<file path="config.mk">
export PLATFORM = sky130hd
export DESIGN_NAME = pc_gen
export DESIGN_NICKNAME = d
export VERILOG_FILES = /design/src/rtl/pc_gen.sv
export SDC_FILE = /design/constraint.sdc
export NUM_CORES = 1
export LEC_CHECK = 0
export CORE_MARGIN = 10
export CORE_UTILIZATION = 35
export CTS_BUF_LIST = sky130_fd_sc_hd__clkbuf_16
export CTS_CLUSTER_DIAMETER = 30
export CTS_CLUSTER_SIZE = 12
export DETAILED_ROUTE_END_ITERATION = 10
export GPL_ROUTABILITY_DRIVEN = 0
export HOLD_SLACK_MARGIN = 0.15
export PLACE_DENSITY = 0.54
export SLEW_MARGIN = 20
export SYNTH_ARGS = -nofsm -noshare
export SYNTH_HDL_FRONTEND = slang
export SYNTH_SLANG_ARGS = --single-unit
</file>
<file path="constraint.sdc">
create_clock -name clk_in -period 2.8 [get_ports clk_in]
set_input_delay 0.28 -clock clk_in [delete_from_list [all_inputs] [get_ports clk_in]]
set_output_delay 0.28 -clock clk_in [all_outputs]
set_load 0.1 [all_outputs]
</file>
<file path="src/rtl/pc_gen.sv">
// Fetch-address generator: registered fetch PC with sequential advance and
// prioritised redirects (flush, jump, return-address-stack pop).
module pc_gen #(
    parameter int              XLEN      = 32,
    parameter logic [XLEN-1:0] RESET_PC  = '0,
    parameter int              STEP      = 4,
    parameter int              RAS_DEPTH = 4
) (
    input  logic            clk_in,
    input  logic            rst_n_in,
    input  logic            rdy_in,
    input  logic            flush_vld,
    input  logic [XLEN-1:0] flush_tar,
    input  logic            jmp_tak,
    input  logic [XLEN-1:0] jmp_tar,
    input  logic            call_vld,
    input  logic [XLEN-1:0] call_pc,
    input  logic            ret_vld,
    input  logic            pc_ready,
    output logic [XLEN-1:0] pc_out,
    output logic            pc_valid,
    output logic            ras_miss
);

    localparam int              SPW    = $clog2(RAS_DEPTH);
    localparam int              CW     = $clog2(RAS_DEPTH + 1);
    localparam logic [XLEN-1:0] STEP_V = XLEN'(STEP);
    localparam logic [XLEN-1:0] ALIGN  = ~(STEP_V - XLEN'(1));
    localparam logic [CW-1:0]   CNT_MAX = CW'(RAS_DEPTH);

    logic [XLEN-1:0] ras [RAS_DEPTH];
    logic [SPW-1:0]  sp;
    logic [CW-1:0]   cnt;

    logic            live;
    logic            pop;
    logic            push;
    logic            miss;
    logic [SPW-1:0]  top_idx;
    logic [SPW-1:0]  wr_idx;
    logic [XLEN-1:0] ret_tar;
    logic [XLEN-1:0] pc_nxt;

    // Call/ret decode is younger than a flush or jump and is squashed by either.
    assign live    = !flush_vld && !jmp_tak;
    assign pop     = live && ret_vld && (cnt != '0);
    assign miss    = live && ret_vld && (cnt == '0);
    assign push    = live && call_vld;
    assign top_idx = sp - SPW'(1);
    assign wr_idx  = pop ? top_idx : sp;
    assign ret_tar = ras[top_idx] & ALIGN;

    // Handshake: pc_out is offered while pc_valid=1; it is consumed on an edge
    // where pc_ready=1, and only then does the PC advance sequentially.
    // Redirects override the handshake and discard any un-accepted PC.
    always_comb begin
        pc_nxt = pc_out;
        if (flush_vld) begin
            pc_nxt = flush_tar & ALIGN;
        end else if (jmp_tak) begin
            pc_nxt = jmp_tar & ALIGN;
        end else if (pop) begin
            pc_nxt = ret_tar;
        end else if (pc_valid && pc_ready) begin
            pc_nxt = pc_out + STEP_V;
        end
    end

    always_ff @(posedge clk_in or negedge rst_n_in) begin
        if (!rst_n_in) begin
            pc_out   <= RESET_PC;
            pc_valid <= 1'b0;
            ras_miss <= 1'b0;
            sp       <= '0;
            cnt      <= '0;
            for (int i = 0; i < RAS_DEPTH; i++) begin
                ras[i] <= '0;
            end
        end else if (rdy_in) begin
            pc_out   <= pc_nxt;
            pc_valid <= 1'b1;
            ras_miss <= miss;
            if (flush_vld) begin
                sp  <= '0;
                cnt <= '0;
            end else begin
                if (push) begin
                    ras[wr_idx] <= call_pc + STEP_V;
                end
                // Push-and-pop together reuses the popped slot: sp/cnt net unchanged.
                if (push && !pop) begin
                    sp  <= sp + SPW'(1);
                    cnt <= (cnt == CNT_MAX) ? CNT_MAX : cnt + CW'(1);
                end else if (pop && !push) begin
                    sp  <= top_idx;
                    cnt <= cnt - CW'(1);
                end
            end
        end
    end

endmodule

</file>
Yosys cells after proc, flatten, opt, wreduce, memory -nomap -nowiden
Index checks and enable logic that the tools add are counted.

word-level totals
  bits in registers = 167
  output and inout port bits = 34

operators by class
  muxes and demuxes = 18
  bitwise gates (word level) = 3
  eq/ne operators = 1
  add/subtract/negate cells = 6
  order comparisons = 3
  reductions and logical operators = 20

operator list
  cell                     number
  $mux W32                 7
  $bwmux W128              1
  $add A32 B3 Y32 const B  2
  $bmux W32 S2             1
  $demux W32 S2            1
  $mux W3                  4
  $logic_and A1 B1 Y1      9
  $mux W2                  4
  $ge A3 B3 Y1 const B     2
  $not A2 Y3               2
  $reduce_bool A3 Y1       2
  $logic_not A1 Y1         4
  $reduce_and A2 Y1        2
  $reduce_bool A4 Y1       1
  $add A3 B1 Y3 const B    1
  $eq A3 B3 Y1 const B     1
  $logic_not A3 Y1         1
  $lt A3 B1 Y1 const B     1
  $reduce_and A3 Y1        1
  $sub A3 B1 Y3 const B    1
  $add A2 B1 Y2 const B    1
  $sub A2 B1 Y2 const B    1
  $not A1 Y1               1

Logic depth before layout (Yosys ltp)
Gate-level depths: netlist of run 1.

  word-level depth = 11
  gate-level depth with buffers = 10
  gate-level depth less buffers = 7

Worst setup path after synthesis of run 1
No wires, ideal clock.

  kind = flip-flop to flip-flop
  start point = reg pc_out[4]
  end point = reg pc_out[25]
  setup time = 94 ps
  cell stages (with the launch flop) = 6
  path buffers = 0
  slack = 70 ps
  arrival = 2,636 ps
  path through = dfrtp_1 -> nand3_1 -> nor3_4 -> or4b_1 -> xor2_1 -> a211oi_1

on the way
  longest elaborated chain between the ends = 5

ends and longest elaborated chain
  what                    line  text
  from (decl)             20    output logic [XLEN-1:0] pc_out,
  from (signal assigned)  80    pc_out <= pc_nxt;
  $add A32 B3 Y32         65    pc_nxt = pc_out + STEP_V;
  $mux W32                64    end else if (pc_valid && pc_ready) begin
  $mux W32                62    end else if (pop) begin
  $mux W32                60    end else if (jmp_tak) begin
  $mux W32                58    if (flush_vld) begin

Every way passes these cells. The select of a mux whose other input is x is not followed.
A chain may end at the register's enable or synchronous reset.

Worst setup path in the final report of run 1
  start point = reg cnt[0]
  end point = reg ras[62] in the netlist's numbering

on the way
  longest elaborated chain between the ends = 9
  elaborated cells between the ends (all ways) = 10
  classes of those cells = order compare (2); mux (4); bitwise (1); reduce/logical (3)

ends and longest elaborated chain
  what                                                                       line  text
  from (decl)                                                                33    logic [CW-1:0] cnt;
  from (signal assigned)                                                     93    cnt <= (cnt == CNT_MAX) ? CNT_MAX : cnt + CW'(1);
  from (signal assigned)                                                     96    cnt <= cnt - CW'(1);
  $reduce_bool A3 Y1 *                                                       46    assign pop = live && ret_vld && (cnt != '0);
  $logic_and A1 B1 Y1 *                                                      46
  $mux W2 *                                                                  50    assign wr_idx = pop ? top_idx : sp;
  $not A2 Y3 (implied by the code) *                                         88    ras[wr_idx] <= call_pc + STEP_V;
  $ge A3 B3 Y1 (implied by the code) / $lt A3 B1 Y1 (equally long branches)  88
  $logic_and A1 B1 Y1 (implied by the code)                                  88
  $mux W32 (implied by the code)                                             88
  $demux W32 S2 *                                                            88
  $bwmux W128 *                                                              88
  to (signal, indexed assignment)                                            88
  to (decl)                                                                  31    logic [XLEN-1:0] ras [RAS_DEPTH];

Mark *: on every way between the ends. The rest lies on a longest branch, timed or not.

==> reports/results.txt, run 1 <==
result of the run = finished, final reports clean
aggregate global routing overflow = 0
Iter 0 DRT Violations = 589
area of the mapped netlist = 8580 sq um
setup TNS = 0 ns
sequential group share of total power = 40.5%
net count reported at finish = 1140
Placement Rows = 57
Sequential Area = 3930 sq um
wire per inst = 20.0 um
core outline area = 24200 sq um
Worst Clk Skew = 0.0122 ns
number of post-CTS setup repair buffers = 0
sequence of cells on the critical path = inv_1 > ha_1 > nor2b_1 > buf_4 > o31ai_1 > a211o_1 > buf_4 > o21ai_0
worst hold-check slack = 0.416 ns
DIE AREA = 31200 sq um
internal power = 5.83 mW
most used cell along the critical path = buf_4
Critical Path Slowest Stage Cell = o31ai_1
largest voltage drop on the vdd net = 0.375 mV
number of antenna-violating nets in the routed design = 0
first-pass iteration count of the detailed router = 5
measured slew at the worst slew-check pin = 0.714 ns
RSZ-0062 raised after global routing = false
switching part of the total = 37.9%
kind of capture point of the worst setup path = flip-flop
count of cell types in the netlist = 70
overall die height = 177 um
critical path required time = 3.10 ns
Min-Delay Path Class = input pin to async pin
post-synthesis sequential area ratio = 45.8%
level count of the clock H-tree = 4
areal power density over the cells = 853 nW/um^2
maximum number of pins on one net before global-route repair = 65
R2R Path End = ras[62]
starting density of the core = 35.4%
R2R depth = 8
number of buffers created by CTS = 17
vias in the first global route = 7397
worst-case clock buffer depth = 2
share of power burned in the clock network = 24.3%
number of buffers added on ports = 129
highest clock rate = 405 MHz
max-slew violations = 0
share of async-settable or async-resettable flops after synthesis = 100%
max capacitance violation total = 0
post-synthesis instance total = 894
flop2flop setup slack = 0.33 ns
startpoint type of the worst setup path = flip-flop
combined buffer and inverter count along the critical path = 3
estimated wirelength of the detail-placed design = 20400 um
number of antenna diodes = 0
total wire length = 27400 um
number of register bits inferred by synthesis = 157
Synth Area per Inst = 9.59 sq um
critical path's largest stage delay = 0.42 ns
number of hold violations in the final report = 0
number of antenna violations at the first check in global routing = 0
net switching power = 3.56 mW
combinational share of power = 35.2%
CTS Sinks = 157
Pleak = 4.48 nW
proportion of layout cells with a drive suffix above 1 = 16.1%
headroom to the max-slew limit = 52.2%
growth of design area from synthesis to finish = 28.2%
cell type group with the largest total delay on the critical path = compound AO/OA/AOI/OAI gates
x dimension of the die = 177 um
most used flip-flop cell after synthesis = dfrtp_1
global-route usage over all layers = 17.6%
Reg-to-Reg Start = cnt[0]
critical path class = flip-flop to flip-flop
top library cells by usage in the layout, fill and taps aside = 156 x dfrtp_1, 131 x nand2_1, 112 x o21ai_0
clock slew at reported path FFs = 0.07 ns
worst endpoint data arrival time = 2.77 ns
first-pass GRT wire length = 43300 um
Post-route DRC = 0
final-layout fill cell count = 2385
final worst-path cycle share = 88.2%
total via count after detailed routing = 7330
boundary pin count = 138
multi-input logic area = 4360 sq um
commonest non-fill, non-tap cell in the layout = dfrtp_1
EDFF count, synth = 0
clock root cell = clkbuf_16
Final min period = 2.47 ns
later-pin clock latency in the skew report = 0.43 ns
CP max FO = 30
setup-violating endpoint count in the final report = 0
TritonCTS clock tree = built
routed via count divided by cell count = 5.36
yosys warns = 0
## layer usage
layer / track usage (%) / vias to the layer above / wire length, um
met5: 0 / - / 0
met4: 4.45 / 0 / 245
met2: 26.1 / 224 / 11900
met1: 25.5 / 3537 / 13500
li1: - / 3551 / -
met3: 3.87 / 18 / 1760
## through the flow
step | setup WS (ns) | util [%] | std cells | area (sq um) | power (mW)
after floorplan | 0.0703 | - | 895 | 8580 | 5.97
after global placement | 0.296 | 43.0 | 1335 | 10400 | 7.07
after detailed placement | 0.278 | 43.0 | 1335 | 10400 | 7.15
after CTS | 0.290 | 45.4 | 1367 | 11000 | 9.44
after global routing | 0.107 | 45.4 | 1367 | 11000 | 9.97
final | 0.330 | 45.4 | 1367 | 11000 | 9.39
## power by group through the flow
stage	clock, mW	sequential (mW)	combinational [mW]
floorplan	0	4.23	1.74
global placement	0	3.81	3.26
detailed placement	0	3.84	3.31
CTS	2.31	3.80	3.33
global route	2.41	3.93	3.62
finish	2.28	3.80	3.31
## synth_stat cells (5+ instances only)
| master | number | area, sq um |
|---|---|---|
| mux2i_1 | 5 | 50.1 |
| nor3_1 | 22 | 110 |
| ha_1 | 5 | 62.6 |
| mux2_2 | 5 | 56.3 |
| nand4_1 | 23 | 144 |
| a211oi_1 | 12 | 90.1 |
| clkbuf_1 | 37 | 139 |
| xor2_1 | 23 | 201 |
| nor4_1 | 8 | 50.1 |
| a221oi_1 | 5 | 43.8 |
| o31a_1 | 8 | 70.1 |
| buf_2 | 21 | 105 |
| dfrtp_1 | 157 | 3930 |
| nand3_1 | 22 | 110 |
| mux4_2 | 30 | 676 |
| and3_1 | 10 | 62.6 |
| o21ai_0 | 113 | 566 |
| nand2_1 | 131 | 492 |
| xnor2_1 | 14 | 123 |
| a31oi_1 | 8 | 50.1 |
| inv_1 | 17 | 63.8 |
| nor2_1 | 60 | 225 |
| a21oi_1 | 46 | 230 |
| o22ai_1 | 14 | 87.6 |
| o31ai_1 | 13 | 97.6 |
## worst max path at each step
stage	start	to	slack (ns)	depth (start not counted)
finish	cnt[0]	ras[62]	0.33	8
global route	cnt[0]	ras[59]	0.11	9
floorplan	pc_out[4]	pc_out[25]	0.07	5
CTS	cnt[0]	ras[54]	0.29	8
detailed placement	call_pc[3]	ras[52]	0.28	8
global placement	call_vld	ras[43]	0.30	7
## sequential cells by signal, summed over array words and instances (netlist names)
register and cells:
ras 120, pc_out 30, cnt 3, sp 2, pc_valid 1, ras_miss 1
## cell families after synthesis
group | Yosys count | synth area share [%]
multiplexers | 40 | 9.12
flip-flops | 157 | 45.8
AO/OA/AOI/OAI | 267 | 19.3
other | 1 | 0.0437
adder cells (fa/ha/maj) | 5 | 0.729
buffers and inverters | 79 | 3.94
XOR/XNOR | 37 | 3.78
AND/OR/NAND/NOR | 308 | 17.3
## repair_timing
action / CTS / global route
hold endpoints to repair: 62 / 0
hold buffers: 1 / 0
resized for setup: 0 / 0
## area by class of cell
cell class / instances / area share [%]
Tap cell: 324 / 3.69
Clock buffer: 17 / 3.87
Clock inverter: 14 / 1.29
Multi-Input combinational cell: 659 / 39.6
Sequential cell: 157 / 35.7
Inverter: 17 / 0.580
Timing Repair Buffer: 179 / 15.3
Note: power is estimated with default switching activity, not from simulation.
==> run 2: changes to the inputs <==
--- a/config.mk
+++ b/config.mk
@@ -5,7 +5,7 @@
 export SDC_FILE = /design/constraint.sdc
 export NUM_CORES = 1
 export LEC_CHECK = 0
-export CORE_MARGIN = 10
+export CORE_MARGIN = 2
 export CORE_UTILIZATION = 35
 export CTS_BUF_LIST = sky130_fd_sc_hd__clkbuf_16
 export CTS_CLUSTER_DIAMETER = 30
==> reports/results.txt, run 2 (synthesis results as in run 1) <==
result of the run = finished, final reports clean (unchanged)
Pleak = 4.45 nW (was 4.48 nW)
vias in the first global route = 7309 (was 7397)
first-pass iteration count of the detailed router = 5 (unchanged)
headroom to the max-slew limit = 43.6% (was 52.2%)
worst hold-check slack = 0.381 ns (was 0.416 ns)
final-layout fill cell count = 2326 (was 2385)
max capacitance violation total = 0 (unchanged)
area of all placed cells without fillers = 10900 sq um (was 11000 sq um)
global-route usage over all layers = 20.9% (was 17.6%)
number of buffers added on ports = 129 (unchanged)
R2R Path End = pc_out[31] (was ras[62])
Tot Pwr = 9.22 mW (was 9.39 mW)
worst-case clock buffer depth = 2 (unchanged)
Critical Path Slowest Stage Cell = nor3_1 (was o31ai_1)
Final min period = 2.47 ns (about the same)
number of antenna violations at the first check in global routing = 0 (unchanged)
total wire length = 26100 um (was 27400 um)
clock root cell = clkbuf_16 (unchanged)
core outline area = 24200 sq um (about the same)
TritonCTS clock tree = built (unchanged)
cts repair resizes = 0 (unchanged)
areal power density over the cells = 845 nW/um^2 (was 853 nW/um^2)
most used cell along the critical path = buf_4 (unchanged)
boundary pin count = 138 (unchanged)
net switching power = 3.51 mW (was 3.56 mW)
Min-Delay Path Class = input pin to async pin (unchanged)
Largest Register = ras (unchanged)
flop2flop setup slack = 0.33 ns (about the same)
number of buffers created by CTS = 17 (unchanged)
number of antenna diodes = 0 (unchanged)
highest clock rate = 405 MHz (about the same)
sequence of cells on the critical path = inv_1 > ha_1 > nor2b_1 > buf_4 > nor2_2 > buf_4 > nor3_1 > and3_1 > nor4_1 (was inv_1 > ha_1 > nor2b_1 > buf_4 > o31ai_1 > a211o_1 > buf_4 > o21ai_0)
critical path required time = 3.11 ns (was 3.10 ns)
number of antenna-violating nets in the routed design = 0 (unchanged)
critical path's largest stage delay = 0.69 ns (was 0.42 ns)
multi-input logic area = 4360 sq um (unchanged)
Reg-to-Reg Start = cnt[0] (unchanged)
wire per inst = 19.1 um (was 20.0 um)
startpoint type of the worst setup path = flip-flop (unchanged)
Worst Clk Skew = 0.0148 ns (was 0.0122 ns)
setup TNS = 0 ns (unchanged)
DIE AREA = 25800 sq um (was 31200 sq um)
starting density of the core = 35.5% (was 35.4%)
number of hold violations in the final report = 0 (unchanged)
critical path class = flip-flop to flip-flop (unchanged)
total via count after detailed routing = 7294 (was 7330)
share of power burned in the clock network = 23.2% (was 24.3%)
number of post-CTS setup repair buffers = 0 (unchanged)
# placed instances = 1331 (was 1335)
biggest regs = ras: 120 flops, pc_out: 30 flops, cnt: 3 flops (unchanged)
internal power = 5.70 mW (was 5.83 mW)
max-slew violations = 0 (unchanged)
count of hold buffers inserted by post-cts repair = 1 (unchanged)
kind of capture point of the worst setup path = flip-flop (unchanged)
non-filler cells in the finished layout = 1364 (was 1367)
Post-route DRC = 0 (unchanged)
proportion of layout cells with a drive suffix above 1 = 15.6% (was 16.1%)
switching part of the total = 38.1% (was 37.9%)
setup-violating endpoint count in the final report = 0 (unchanged)
CTS Sinks = 157 (unchanged)
net count reported at finish = 1136 (was 1140)
largest voltage drop on the vdd net = 0.383 mV (was 0.375 mV)
RSZ-0062 raised after global routing = false (unchanged)
Sequential Area = 3930 sq um (unchanged)
final worst-path cycle share = 88.2% (about the same)
estimated wirelength of the detail-placed design = 19300 um (was 20400 um)
routed via count divided by cell count = 5.35 (was 5.36)
growth of design area from synthesis to finish = 27.2% (was 28.2%)
total cell area at the placement stage = 10400 sq um (about the same)
combinational share of power = 35.3% (was 35.2%)
level count of the clock H-tree = 4 (unchanged)
R2R depth = 9 (was 8)
measured slew at the worst slew-check pin = 0.847 ns (was 0.714 ns)
worst endpoint data arrival time = 2.77 ns (about the same)
number of flip-flops in the largest register = 120 (unchanged)
commonest non-fill, non-tap cell in the layout = dfrtp_1 (unchanged)
overall die height = 161 um (was 177 um)
first-pass GRT wire length = 42000 um (was 43300 um)
top library cells by usage in the layout, fill and taps aside = 156 x dfrtp_1, 131 x nand2_1, 112 x o21ai_0 (unchanged)
sequential group share of total power = 41.5% (was 40.5%)
clock slew at reported path FFs = 0.07 ns (about the same)
aggregate global routing overflow = 0 (unchanged)
Placement Rows = 57 (unchanged)
Iter 0 DRT Violations = 445 (was 589)
later-pin clock latency in the skew report = 0.43 ns (about the same)
CP max FO = 12 (was 30)
x dimension of the die = 161 um (was 177 um)
maximum number of pins on one net before global-route repair = 57 (was 65)
[run 2: cell count changes in the layout (fill, tap and decap cells not counted)]
cell        before  now
inv_1           17   21
buf_12           7    5
buf_4           74   72
clkinv_4         3    1
bufinv_16        2    1
clkinv_1         3    2
clkinv_2         2    3
clkinvlp_4       1    2
inv_6            3    2
[run 2: worst max path at each step]
stage / startpoint / endpoint / slack, ns / cells after the start
6_report: cnt[0] / pc_out[31] / 0.33 / 9
5_1_grt: cnt[0] / pc_out[31] / 0.15 / 9
4_1_cts: cnt[0] / pc_out[31] / 0.35 / 9
3_5_place_dp: call_pc[2] / ras[22] / 0.17 / 8
3_3_place_gp: call_pc[2] / ras[54] / 0.19 / 8
2_1_floorplan: pc_out[4] / pc_out[25] / 0.07 / 5
[run 2: per-layer routing]
layer  global-route usage, %  part of all wire (%)  vias up
li1                        -                     -     3554
met1                    30.6                    49     3496
met2                    31.9                    44      218
met3                    3.87                   5.2       26
met4                    5.41                   1.6        0
met5                       0                     0        -
[run 2: worst max-delay path, delay by kind of cell (launching register included)]
kind                       cells  cell delay (ns)
adders and majority gates      1             0.22
buffers and inverters          3             0.52
and+or+nand+nor                5             1.23
DFF                            1             0.39
[run 2: power groups by stage]
stage	Combinational, mW	Sequential [mW]	Clock, mW
final	3.25	3.83	2.14
after global routing	3.56	3.96	2.27
after CTS	3.27	3.83	2.19
after detailed placement	3.26	3.87	0
after global placement	3.20	3.84	0
after floorplan	1.74	4.23	0
[run 2: area by class of cell]
type	count	share of cell area (%)
tap	324	3.72
multi-input combinational	659	39.9
clock inverter	15	0.998
inverter	17	0.585
clock buffer	17	3.90
sequential	157	36.0
timing repair buffer	175	14.9
[run 2: through the flow]
stage	util, %	setup WS, ns
after floorplan	-	0.0703
after global placement	42.9	0.185
after detailed placement	42.9	0.172
after CTS	45.1	0.347
after global routing	45.1	0.151
final	45.1	0.332
==> run 3: changes to the inputs <==
--- a/config.mk
+++ b/config.mk
@@ -5,6 +5,9 @@
 export SDC_FILE = /design/constraint.sdc
 export NUM_CORES = 1
 export LEC_CHECK = 0
+export ABC_AREA = 1
+export CELL_PAD_IN_SITES_DETAIL_PLACEMENT = 0
+export CELL_PAD_IN_SITES_GLOBAL_PLACEMENT = 1
 export CORE_MARGIN = 2
 export CORE_UTILIZATION = 35
 export CTS_BUF_LIST = sky130_fd_sc_hd__clkbuf_16
@@ -13,7 +16,7 @@
 export DETAILED_ROUTE_END_ITERATION = 10
 export GPL_ROUTABILITY_DRIVEN = 0
 export HOLD_SLACK_MARGIN = 0.15
-export PLACE_DENSITY = 0.54
+export PLACE_DENSITY_LB_ADDON = 0.1
 export SLEW_MARGIN = 20
 export SYNTH_ARGS = -nofsm -noshare
 export SYNTH_HDL_FRONTEND = slang
==> reports/results.txt, run 3 <==
result of the run = finished, final reports clean (unchanged)
kind of capture point of the worst setup path = flip-flop (unchanged)
highest clock rate = 455 MHz (was 405 MHz)
Synth Area per Inst = 6.97 sq um (was 9.59 sq um)
vias in the first global route = 8344 (was 7309)
worst-case clock buffer depth = 2 (unchanged)
EDFF count, synth = 0 (unchanged)
count of cell types in the netlist = 43 (was 70)
share of the synthesized netlist area taken by xor and xnor gates = 3.66% (was 3.78%)
TritonCTS clock tree = built (unchanged)
number of antenna-violating nets in the routed design = 0 (unchanged)
x dimension of the die = 165 um (was 161 um)
post-synthesis mux area share = 0% (was 9.12%)
Iter 0 DRT Violations = 655 (was 445)
largest voltage drop on the vdd net = 0.331 mV (was 0.383 mV)
areal power density over the cells = 654 nW/um^2 (was 845 nW/um^2)
synthesized-area fraction occupied by adder cells = 0.690% (was 0.729%)
RSZ-0062 raised after global routing = false (unchanged)
critical path class = flip-flop to flip-flop (unchanged)
boundary pin count = 138 (unchanged)
post-synthesis sequential area ratio = 43.3% (was 45.8%)
Min-Delay Path Class = input pin to async pin (unchanged)
Placement Rows = 58 (was 57)
final-layout fill cell count = 2653 (was 2326)
switching part of the total = 37.9% (was 38.1%)
most used flip-flop cell after synthesis = dfrtp_1 (unchanged)
largest cells by area after synthesis = dfrtp_1 43%, nand2_1 24%, nor2_1 4.6% (was dfrtp_1 46%, mux4_2 7.9%, o21ai_0 6.6%)
Worst Clk Skew = 0.0144 ns (was 0.0148 ns)
critical path required time = 3.15 ns (was 3.11 ns)
multi-input logic area = 4520 sq um (was 4360 sq um)
first-pass GRT wire length = 48100 um (was 42000 um)
measured slew at the worst slew-check pin = 0.636 ns (was 0.847 ns)
post-synthesis instance total = 1300 (was 894)
non-filler cells in the finished layout = 1779 (was 1364)
wire length on met1 = 14900 um (was 12800 um)
yosys warns = 0 (unchanged)
growth of design area from synthesis to finish = 25.6% (was 27.2%)
number of buffers added on ports = 129 (unchanged)
Sequential Area = 3930 sq um (about the same)
number of antenna violations at the first check in global routing = 1 (was 0)
clock root cell = clkbuf_16 (unchanged)
number of register bits inferred by synthesis = 157 (unchanged)
final worst-path cycle share = 78.4% (was 88.2%)
later-pin clock latency in the skew report = 0.44 ns (was 0.43 ns)
biggest regs = ras: 120 flops, pc_out: 30 flops, cnt: 3 flops (unchanged)
number of hold violations in the final report = 0 (unchanged)
share of async-settable or async-resettable flops after synthesis = 100% (unchanged)
number of flip-flops in the largest register = 120 (unchanged)
core utilization of the finished layout = 44.9% (was 45.1%)
estimated wirelength of the detail-placed design = 22400 um (was 19300 um)
net count reported at finish = 1545 (was 1136)
overall die height = 165 um (was 161 um)
max capacitance violation total = 0 (unchanged)
wire per inst = 17.2 um (was 19.1 um)
Post-route DRC = 0 (unchanged)
length of routed met3 wiring = 1740 um (was 1340 um)
maximum number of pins on one net before global-route repair = 61 (was 57)
cell taking the most area after synthesis = dfrtp_1 (unchanged)
DIE AREA = 27200 sq um (was 25800 sq um)
total wire length = 30700 um (was 26100 um)
worst endpoint data arrival time = 2.55 ns (was 2.77 ns)
commonest non-fill, non-tap cell in the layout = nand2_1 (was dfrtp_1)
sequential group share of total power = 41.3% (was 41.5%)
CP max FO = 19 (was 12)
area of the mapped netlist = 9060 sq um (was 8580 sq um)
post-synthesis share of cell area spent on and, or, nand and nor gates = 35.1% (was 17.3%)
setup TNS = 0 ns (unchanged)
starting density of the core = 35.8% (was 35.5%)
library cell with the highest instance count after synthesis = nand2_1 (was dfrtp_1)
top post-synthesis cells by count = 587 x nand2_1, 157 x dfrtp_1, 110 x nor2_1, 83 x inv_1, 60 x o21ai_0 (was 157 x dfrtp_1, 131 x nand2_1, 113 x o21ai_0, 60 x nor2_1, 46 x a21oi_1)
share of power burned in the clock network = 31.4% (was 23.2%)
combinational share of power = 27.3% (was 35.3%)
internal power = 4.62 mW (was 5.70 mW)
Largest Register = ras (unchanged)
clock slew at reported path FFs = 0.07 ns (about the same)
startpoint type of the worst setup path = flip-flop (unchanged)
number of buffers created by CTS = 17 (unchanged)
total via count after detailed routing = 8701 (was 7294)
highest metal layer used by the detailed router = met4 (unchanged)
CTS Sinks = 157 (unchanged)
max-slew violations = 0 (unchanged)
area fraction in compound gates after synthesis = 10.4% (was 19.3%)
first-pass iteration count of the detailed router = 6 (was 5)
aggregate global routing overflow = 0 (unchanged)
net switching power = 2.82 mW (was 3.51 mW)
headroom to the max-slew limit = 57.3% (was 43.6%)
level count of the clock H-tree = 4 (unchanged)
routed via count divided by cell count = 4.89 (was 5.35)
Pleak = 5.57 nW (was 4.45 nW)
Final min period = 2.20 ns (was 2.47 ns)
share of Yosys cell area claimed by the top area cell type = 43.3% (was 45.8%)
proportion of layout cells with a drive suffix above 1 = 8.49% (was 15.6%)
top library cells by usage in the layout, fill and taps aside = 587 x nand2_1, 157 x dfrtp_1, 110 x nor2_1 (was 156 x dfrtp_1, 131 x nand2_1, 112 x o21ai_0)
# placed instances = 1746 (was 1331)
global-route usage over all layers = 23.3% (was 20.9%)
met2 wire len = 13300 um (was 11500 um)
setup-violating endpoint count in the final report = 0 (unchanged)
core outline area = 25300 sq um (was 24200 sq um)
main combinational cell family by area after synthesis = simple AND/OR/NAND/NOR gates (was compound AO/OA/AOI/OAI gates)
number of antenna diodes = 0 (unchanged)
[run 3: cell count changes in the layout (fill, tap and decap cells not counted), moves of 14 or more]
| cell | delta |
|---|---|
| a21oi_1 | -14 |
| nand3_1 | +22 |
| mux4_2 | -30 |
| nand2_1 | +456 |
| inv_1 | +62 |
| o21ai_0 | -52 |
| nor2_1 | +51 |
| o22ai_1 | +25 |
| o21ai_1 | +22 |
[run 3: kinds of logic after synthesis]
group,count (synthesis)
buffers and inverters,144
AO/OA/AOI/OAI,169
adder cells (fa/ha/maj),5
flip-flops,157
AND/OR/NAND/NOR,787
XOR/XNOR,37
other,1
[run 3: timing repair]
action / 4_1_cts / 5_1_grt
buffers inserted: 0 / 0
hold endpoints to repair: 40 / 0
gates resized for setup: 0 / 0
hold buffers: 1 / 0
[run 3: final timing paths]
path | from | end | slack (ns) | depth (start not counted)
setup / recovery | cnt[0] | ras[11] | 0.60 | 10
hold / removal | rst_n_in | cnt[0] | 0.34 | 2
setup reg to reg | cnt[0] | ras[11] | 0.60 | 10
hold reg to reg | ras[83] | ras[83] | 0.48 | 2
max in group asynchronous | rst_n_in | pc_out[22] | 1.68 | 3
min in group clk_in | ras[83] | ras[83] | 0.48 | 2
[run 3: power by group through the flow]
stage	Combinational (mW)	Clock [mW]	Sequential [mW]
finish	2.03	2.34	3.08
CTS	2.05	2.38	3.07
floorplan	0.909	0	3.51
global route	2.25	2.49	3.13
global placement	2.01	0	3.10
detailed placement	2.03	0	3.11
[run 3: metrics by stage]
step	instance area, sq um	hold WS (ns)	worst slack (ns)	power, mW
2_1_floorplan	9070	-0.0156	0.404	4.42
3_3_place_gp	10800	0.230	0.364	5.12
3_5_place_dp	10800	0.241	0.307	5.14
4_1_cts	11400	0.358	0.606	7.50
5_1_grt	11400	0.382	0.375	7.87
6_report	11400	0.337	0.604	7.44
[run 3: metal layers]
layer  vias up  global-route usage, %
li1       4407                      -
met1      4024                   33.9
met2       242                   35.6
met3        28                   3.94
met4         0                   6.60
met5         -                      0
[run 3: layout make-up]
cell class / instances / area share (%)
repair buffers: 168 / 13.8
clock inverters: 15 / 1.46
well taps: 330 / 3.63
clock buffers: 17 / 3.74
inverters: 92 / 3.10
multi-input cells: 1000 / 39.8
flip-flops and latches: 157 / 34.5
[run 3: worst max-delay path, stage by stage (launching register included)]
cell and delay (ns):
dfrtp_1 0.39, inv_1 0.11, ha_1 0.21, nand2_1 0.12, nand3_4 0.16, xor2_2 0.32
nand3_1 0.17, inv_2 0.27, buf_12 0.22, nand2_1 0.06, o21ai_0 0.09
